## src/rtl/reg4_bus_ctrl_if.sv

```systemverilog
// Command, strobe and read-back signals between the register-bus sequencer
// and its requester/datapath.
interface reg4_bus_ctrl_if #(
    parameter int DW   = 4,
    parameter int NREG = 4,
    parameter int AW   = 2
);
    logic            cmd_valid;
    logic            cmd_ready;
    logic [1:0]      cmd_op;
    logic [AW-1:0]   cmd_src;
    logic [AW-1:0]   cmd_dst;
    logic [DW-1:0]   cmd_imm;
    logic [NREG-1:0] oen;
    logic [NREG-1:0] inen;
    logic            imm_drive;
    logic [DW-1:0]   imm_out;
    logic [DW-1:0]   bus_in;
    logic            rd_valid;
    logic            rd_ready;
    logic [DW-1:0]   rd_data;
    logic            busy;
    logic            err;

    modport master (
        output cmd_valid, cmd_op, cmd_src, cmd_dst, cmd_imm,
        output bus_in, rd_ready,
        input  cmd_ready, oen, inen, imm_drive, imm_out,
        input  rd_valid, rd_data, busy, err
    );

    modport slave (
        input  cmd_valid, cmd_op, cmd_src, cmd_dst, cmd_imm,
        input  bus_in, rd_ready,
        output cmd_ready, oen, inen, imm_drive, imm_out,
        output rd_valid, rd_data, busy, err
    );
endinterface

```

## src/rtl/reg4_bus_ctrl.sv

```systemverilog
// Register-bus sequencer: turns MOVE/LOADI/READ commands into
// contention-free oen/inen strobe sequences on the shared bus.
module reg4_bus_ctrl #(
    parameter int DW   = 4,
    parameter int NREG = 4,
    parameter int AW   = 2
) (
    input logic           clk,
    input logic           clr,
    reg4_bus_ctrl_if.slave bus
);
    typedef enum logic [2:0] {
        S_IDLE, S_DRIVE, S_LATCH, S_CAPTURE, S_RESP, S_ERR
    } state_t;

    localparam logic [1:0]  OP_MOVE  = 2'd0;
    localparam logic [1:0]  OP_LOADI = 2'd1;
    localparam logic [1:0]  OP_READ  = 2'd2;
    localparam logic [1:0]  OP_RSVD  = 2'd3;
    localparam logic [AW:0] NREG_W   = NREG[AW:0];

    state_t          r_state, w_next;
    logic [1:0]      r_op;
    logic [AW-1:0]   r_src, r_dst;
    logic [DW-1:0]   r_imm;
    logic [NREG-1:0] r_oen, r_inen, w_oen, w_inen;
    logic            r_imm_drive, w_imm_drive;
    logic [DW-1:0]   r_imm_out, w_imm_out;
    logic            r_rd_valid, w_rd_valid;
    logic [DW-1:0]   r_rd_data;
    logic            r_err, w_err;
    logic            w_accept, w_bad_src, w_bad_dst, w_bad;

    assign bus.cmd_ready = (r_state == S_IDLE) && clr;
    assign w_accept  = bus.cmd_valid && bus.cmd_ready;
    assign w_bad_src = (bus.cmd_op != OP_LOADI)
                    && ({1'b0, bus.cmd_src} >= NREG_W);
    assign w_bad_dst = (bus.cmd_op != OP_READ)
                    && ({1'b0, bus.cmd_dst} >= NREG_W);
    assign w_bad     = (bus.cmd_op == OP_RSVD) || w_bad_src || w_bad_dst;

    // Outputs are computed for the next state so every strobe is a flop.
    always_comb begin
        w_next      = r_state;
        w_oen       = '0;
        w_inen      = '0;
        w_imm_drive = 1'b0;
        w_imm_out   = '0;
        w_rd_valid  = 1'b0;
        w_err       = 1'b0;
        unique case (r_state)
            S_IDLE: begin
                if (w_accept) begin
                    if (w_bad) begin
                        w_next = S_ERR;
                        w_err  = 1'b1;
                    end else begin
                        w_next = S_DRIVE;
                        if (bus.cmd_op == OP_LOADI) begin
                            w_imm_drive = 1'b1;
                            w_imm_out   = bus.cmd_imm;
                        end else begin
                            w_oen = NREG'(1) << bus.cmd_src;
                        end
                    end
                end
            end
            S_DRIVE: begin
                if (r_op == OP_LOADI) begin
                    w_imm_drive = 1'b1;
                    w_imm_out   = r_imm;
                end else begin
                    w_oen = NREG'(1) << r_src;
                end
                if (r_op == OP_READ) begin
                    w_next = S_CAPTURE;
                end else begin
                    w_next = S_LATCH;
                    w_inen = NREG'(1) << r_dst;
                end
            end
            S_LATCH: w_next = S_IDLE;
            S_CAPTURE: begin
                w_next     = S_RESP;
                w_rd_valid = 1'b1;
            end
            S_RESP: begin
                w_rd_valid = !bus.rd_ready;
                if (bus.rd_ready) w_next = S_IDLE;
            end
            S_ERR: w_next = S_IDLE;
            default: w_next = S_IDLE;
        endcase
    end

    always_ff @(posedge clk or negedge clr) begin
        if (!clr) begin
            r_state     <= S_IDLE;
            r_op        <= OP_MOVE;
            r_src       <= '0;
            r_dst       <= '0;
            r_imm       <= '0;
            r_oen       <= '0;
            r_inen      <= '0;
            r_imm_drive <= 1'b0;
            r_imm_out   <= '0;
            r_rd_valid  <= 1'b0;
            r_rd_data   <= '0;
            r_err       <= 1'b0;
        end else begin
            r_state     <= w_next;
            r_oen       <= w_oen;
            r_inen      <= w_inen;
            r_imm_drive <= w_imm_drive;
            r_imm_out   <= w_imm_out;
            r_rd_valid  <= w_rd_valid;
            r_err       <= w_err;
            if (w_accept) begin
                r_op  <= bus.cmd_op;
                r_src <= bus.cmd_src;
                r_dst <= bus.cmd_dst;
                r_imm <= bus.cmd_imm;
            end
            if (r_state == S_CAPTURE) r_rd_data <= bus.bus_in;
        end
    end

    assign bus.oen       = r_oen;
    assign bus.inen      = r_inen;
    assign bus.imm_drive = r_imm_drive;
    assign bus.imm_out   = r_imm_out;
    assign bus.rd_valid  = r_rd_valid;
    assign bus.rd_data   = r_rd_data;
    assign bus.err       = r_err;
    assign bus.busy      = (r_state != S_IDLE);
endmodule

```

## src/flat_wrapper.sv

```systemverilog
// flat-port wrapper written by rule: the top's interface ports become plain ports
module reg4_bus_ctrl_flat 
#(
    parameter int DW   = 4,
    parameter int NREG = 4,
    parameter int AW   = 2
)
  (clk, clr, bus_cmd_valid, bus_cmd_op, bus_cmd_src, bus_cmd_dst, bus_cmd_imm, bus_bus_in, bus_rd_ready, bus_cmd_ready, bus_oen, bus_inen, bus_imm_drive, bus_imm_out, bus_rd_valid, bus_rd_data, bus_busy, bus_err);
  reg4_bus_ctrl_if #(.DW(DW), .NREG(NREG), .AW(AW)) bus_i ();
  input logic clk;
  input logic clr;
  input wire logic [$bits(bus_i.cmd_valid)-1:0] bus_cmd_valid;
  input wire logic [$bits(bus_i.cmd_op)-1:0] bus_cmd_op;
  input wire logic [$bits(bus_i.cmd_src)-1:0] bus_cmd_src;
  input wire logic [$bits(bus_i.cmd_dst)-1:0] bus_cmd_dst;
  input wire logic [$bits(bus_i.cmd_imm)-1:0] bus_cmd_imm;
  input wire logic [$bits(bus_i.bus_in)-1:0] bus_bus_in;
  input wire logic [$bits(bus_i.rd_ready)-1:0] bus_rd_ready;
  output wire logic [$bits(bus_i.cmd_ready)-1:0] bus_cmd_ready;
  output wire logic [$bits(bus_i.oen)-1:0] bus_oen;
  output wire logic [$bits(bus_i.inen)-1:0] bus_inen;
  output wire logic [$bits(bus_i.imm_drive)-1:0] bus_imm_drive;
  output wire logic [$bits(bus_i.imm_out)-1:0] bus_imm_out;
  output wire logic [$bits(bus_i.rd_valid)-1:0] bus_rd_valid;
  output wire logic [$bits(bus_i.rd_data)-1:0] bus_rd_data;
  output wire logic [$bits(bus_i.busy)-1:0] bus_busy;
  output wire logic [$bits(bus_i.err)-1:0] bus_err;
  assign bus_i.cmd_valid = bus_cmd_valid;
  assign bus_i.cmd_op = bus_cmd_op;
  assign bus_i.cmd_src = bus_cmd_src;
  assign bus_i.cmd_dst = bus_cmd_dst;
  assign bus_i.cmd_imm = bus_cmd_imm;
  assign bus_i.bus_in = bus_bus_in;
  assign bus_i.rd_ready = bus_rd_ready;
  assign bus_cmd_ready = bus_i.cmd_ready;
  assign bus_oen = bus_i.oen;
  assign bus_inen = bus_i.inen;
  assign bus_imm_drive = bus_i.imm_drive;
  assign bus_imm_out = bus_i.imm_out;
  assign bus_rd_valid = bus_i.rd_valid;
  assign bus_rd_data = bus_i.rd_data;
  assign bus_busy = bus_i.busy;
  assign bus_err = bus_i.err;
  reg4_bus_ctrl #(.DW(DW), .NREG(NREG), .AW(AW)) u_core (.clk(clk), .clr(clr), .bus(bus_i));
endmodule
```

## config.mk

```make
export PLATFORM = sky130hd
export DESIGN_NAME = reg4_bus_ctrl_flat
export DESIGN_NICKNAME = d
export VERILOG_FILES = /design/src/rtl/reg4_bus_ctrl_if.sv /design/src/rtl/reg4_bus_ctrl.sv /design/src/flat_wrapper.sv
export SDC_FILE = /design/constraint.sdc
export NUM_CORES = 1
export LEC_CHECK = 0
export ABC_AREA = 1
export BUFFER_PORTS_ARGS = -buffer_cell sky130_fd_sc_hd__buf_2
export CELL_PAD_IN_SITES_DETAIL_PLACEMENT = 1
export CELL_PAD_IN_SITES_GLOBAL_PLACEMENT = 1
export CORE_ASPECT_RATIO = 0.6
export CORE_MARGIN = 2
export CORE_UTILIZATION = 37
export CTS_CLUSTER_SIZE = 20
export DETAILED_ROUTE_END_ITERATION = 12
export MAX_ROUTING_LAYER = met4
export PLACE_DENSITY = 0.79
export SYNTH_ARGS = -nofsm -noshare
export SYNTH_HDL_FRONTEND = slang
export SYNTH_SLANG_ARGS = --single-unit
export TNS_END_PERCENT = 5
```

## constraint.sdc

```tcl
create_clock -name clk -period 1.3 [get_ports clk]
set_input_delay 0.39 -clock clk [delete_from_list [all_inputs] [get_ports clk]]
set_output_delay 0.39 -clock clk [all_outputs]
set_load 0.01 [all_outputs]
```

==> summary.md <==
| Metric | Value |
|---|---|
| H-tree levels | 2 |
| Aggregate routed wire length | 4.199 mm |
| Finished Cell Area | between 1500 and 2000 um2 |
| Placed Area | about 1700 um2 |
| Routed Antenna Nets | 0 |
| Drt via density | between 4 and 5 |
| Post-synthesis register bit count | 32 |
| Reg clk slew, reported paths | about 70 ps |
| Ys Warns | 0 |
| Fillers | ~430 |
| R2R Path End | u_core.r_state[2] |
| GRT Residual Overflow | 0 |
| Largest cells by area after synthesis | dfrtp_1 (58%), nand2_1 (13%), o21ai_2 (6.3%) |
| Setup CP Type | reg -> out |
| Antenna violations before repair | 0 |
| Cell Chain, Critical Path | inv_2 -> nand3_1 -> inv_1 -> buf_2 |
| Mean Syn Cell Area | 9.112 um2 |
| Tmin final | 1566 ps |
| Sw Share | 0.3958 |
| CTS tree | yes |
| Reg2reg path depth | 11 |
| Top_reg_cell synth | dfrtp_1 |
| Global-route wire length before repair | 6.851 mm |
| Die height | around 50 um |
| CTS buffer count | 5 |
| Fin crit share | 1.204 |
| Register-to-register setup slack | -170 ps |
| DR pass1 iterations | 4 |
| Unique masters post-synth | 18 |
| Antenna cells | 0 |
| Commonest cells post-synth | nand2_1 (49), dfrtp_1 (32), inv_1 (20) |
| Port bufs | 38 |
| Fin. max-slew vios | 0 |
| Layout Skew | roughly 8.6 ps |
| Cells after Synth | between 150 and 200 |
| Top-count cell post-synth | nand2_1 |
| Status | finished, violations left |
| Largest net degree at the start of global routing | 26 |
| Critical path arrival | approximately 1200 ps |
| CP max-delay cell | dfrtp_2 |
| Number of global-route vias before repair | ~1400 |
| Share of layout cells above drive strength 1 | 0.4429 |
| Relative max-transition margin | 0.7651 |
| CP Launch Type | register |
| I/O pins | 39 |
| Crit path from | u_core.r_state[0] |
| Clock power share | 0.152 |
| Worst path max stage delay | approximately 470 ps |
| Drt wl/cell | 16.34 um |
| Post-synth EDFFs | 0 |
| Post-route setup TNS | -1919 ps |
| Die X | between 80 and 90 um |
| Combinational share of power | 0.486 |
| Fraction of registers with async set/reset | 1.000 |
| Slew @ Worst Pin | 351.0 ps |
| Max-cap violations | 0 |
| Layout Nets | between 200 and 250 |
| Tot Pwr | 4511 uW |
| Via count | approximately 1300 |
| Fmax | roughly 640 MHz |
| Clk root buf | clkbuf_8 |
| Die area | 4265 um2 |
| Core area | 3637 um2 |
| Final hold violation count | 0 |
| Global placer's final weighted congestion | ~0.8 |
| RSZ-0062 raised after global routing | yes |
| CP Capture Type | output pin |
| Hpwl dp | 2.755 mm |
| Seq pwr share | 0.362 |
| Iteration-0 DRC Markers | 51 |
| Cell Rows | 17 |
| LEAKAGE | ~0.0010 uW |
| Clock Path Buffers | 2 |
| Total placed cells including tap cells | between 200 and 250 |
| Synth-to-layout area growth | 36.31% |
| Psw | about 1800 uW |
| FF-to-FF Start | u_core.r_state[1] |
| Sequential share of the synthesized area | 0.5781 |
| Clock sink total | 32 |
| Crit-path max FO | 4 |
| Non-Filler Instances | 257 |
| Residual DRC | 0 |
| Worst Path Required | about 900 ps |
| Failing checks | setup timing |
| Syn Std Cell Area | between 1000 and 1500 um2 |
| Tightest Hold Check Type | in -> async |
| Setup WS post-layout | -265.6 ps |
| Final setup fails | 24 |
| Total GRT Usage | 0.2224 |
| Pwr Density | roughly 2400 nW/um2 |
| Peak VDD IR | 0.8488 mV |
| Mapped Nets | between 150 and 200 |
| Hold buffer count at CTS | 0 |
| Internal | about 2700 uW |
| Worst skew pair latency | ~290 ps |
| Largest area contributor in the netlist | dfrtp_1 |
| Synth top area share | 0.5781 |
| Starting Density | 0.3808 |
final cells by class:
| cell class | instances | area [um2] | area share |
|---|---|---|---|
| inverters | 21 | 82.58 | 0.04374 |
| clock buffers | 5 | 68.82 | 0.03645 |
| flip-flops and latches | 32 | 803.3 | 0.4254 |
| multi-input cells | 97 | 519.2 | 0.2750 |
| well taps | 47 | 58.81 | 0.03115 |
| repair buffers | 55 | 355.3 | 0.1882 |
per-stage QoR:
| step | worst slack (ps) | util | hold WS [ps] |
|---|---|---|---|
| global route | -329.7 | 0.5191 | 116.9 |
| finish | -265.6 | 0.5191 | 117.4 |
| global placement | 54.66 | 0.4651 | 412.2 |
| floorplan | 139.1 | - | 94.41 |
| CTS | -278.1 | 0.5057 | 128.1 |
| detailed placement | -32.91 | 0.4651 | 421.1 |
power by group through the flow:
stage	Combinational, uW	Sequential (uW)	Clock, uW
2_1_floorplan	832	1630	0
3_3_place_gp	1450	1560	0
3_5_place_dp	1540	1610	0
4_1_cts	1920	1610	683
5_1_grt	2380	1670	742
6_report	2190	1630	684
sequential cells by signal, indices dropped and copies added (netlist names):
signal and flops:
u_core.bus.inen 4, u_core.bus.err 1, u_core.r_dst 2, u_core.r_imm 4, u_core.bus.oen 4, u_core.r_op 2, u_core.bus.rd_data 4, u_core.bus.rd_valid 1
u_core.bus.imm_drive 1, u_core.r_src 2, u_core.r_state 3, u_core.bus.imm_out 4
kinds of logic (layout without fill, tap and decap cells):
logic type	count (synthesis)	count (layout)	synth area share
flip-flops	32	32	0.5781
buffers and inverters	23	81	0.07317
AO/OA/AOI/OAI	19	19	0.09574
AND/OR/NAND/NOR	78	78	0.2529
per-layer routing:
metal / wire, um / share of wire / global-route usage / up-vias
met5: 0 / 0 / - / -
met4: 76 / 0.018 / 0.1202 / 0
met3: 182 / 0.043 / 0.05977 / 9
met2: 2214 / 0.53 / 0.3804 / 29
met1: 1726 / 0.41 / 0.2434 / 651
li1: - / - / - / 588
layout by cell type (no fill, tap or decap), types with 2 or more instances in the layout:
cell type / count
nor3_1: 4
o21ai_0: 6
nand2_2: 5
dfrtp_1: 30
inv_2: 4
clkbuf_8: 5
buf_2: 37
buf_6: 6
nor2_2: 2
nand2_1: 44
nor2_4: 2
inv_1: 16
dfrtp_2: 2
buf_4: 11
nor2_1: 8
nand3_1: 9
o21ai_2: 12
what timing repair did:
item / 4_1_cts / 5_1_grt
buffers inserted: 5 / 3
gates resized for setup: 15 / 9
pin swaps: 4 / 3
setup endpoints to repair: 9 / 24
worst max-delay path, delay by kind of cell (launching register included):
family | cells | cell delay [ps]
DFF | 1 | 470
and+or+nand+nor | 1 | 100
buffers and inverters | 3 | 320
worst max path at each step:
stage,to,depth (start not counted)
after global placement,bus_busy,5
after detailed placement,bus_busy,5
final,bus_cmd_ready,4
after floorplan,bus_busy,4
after CTS,bus_busy,5
after global routing,bus_cmd_ready,4
(Power assumes the default switching activity.)
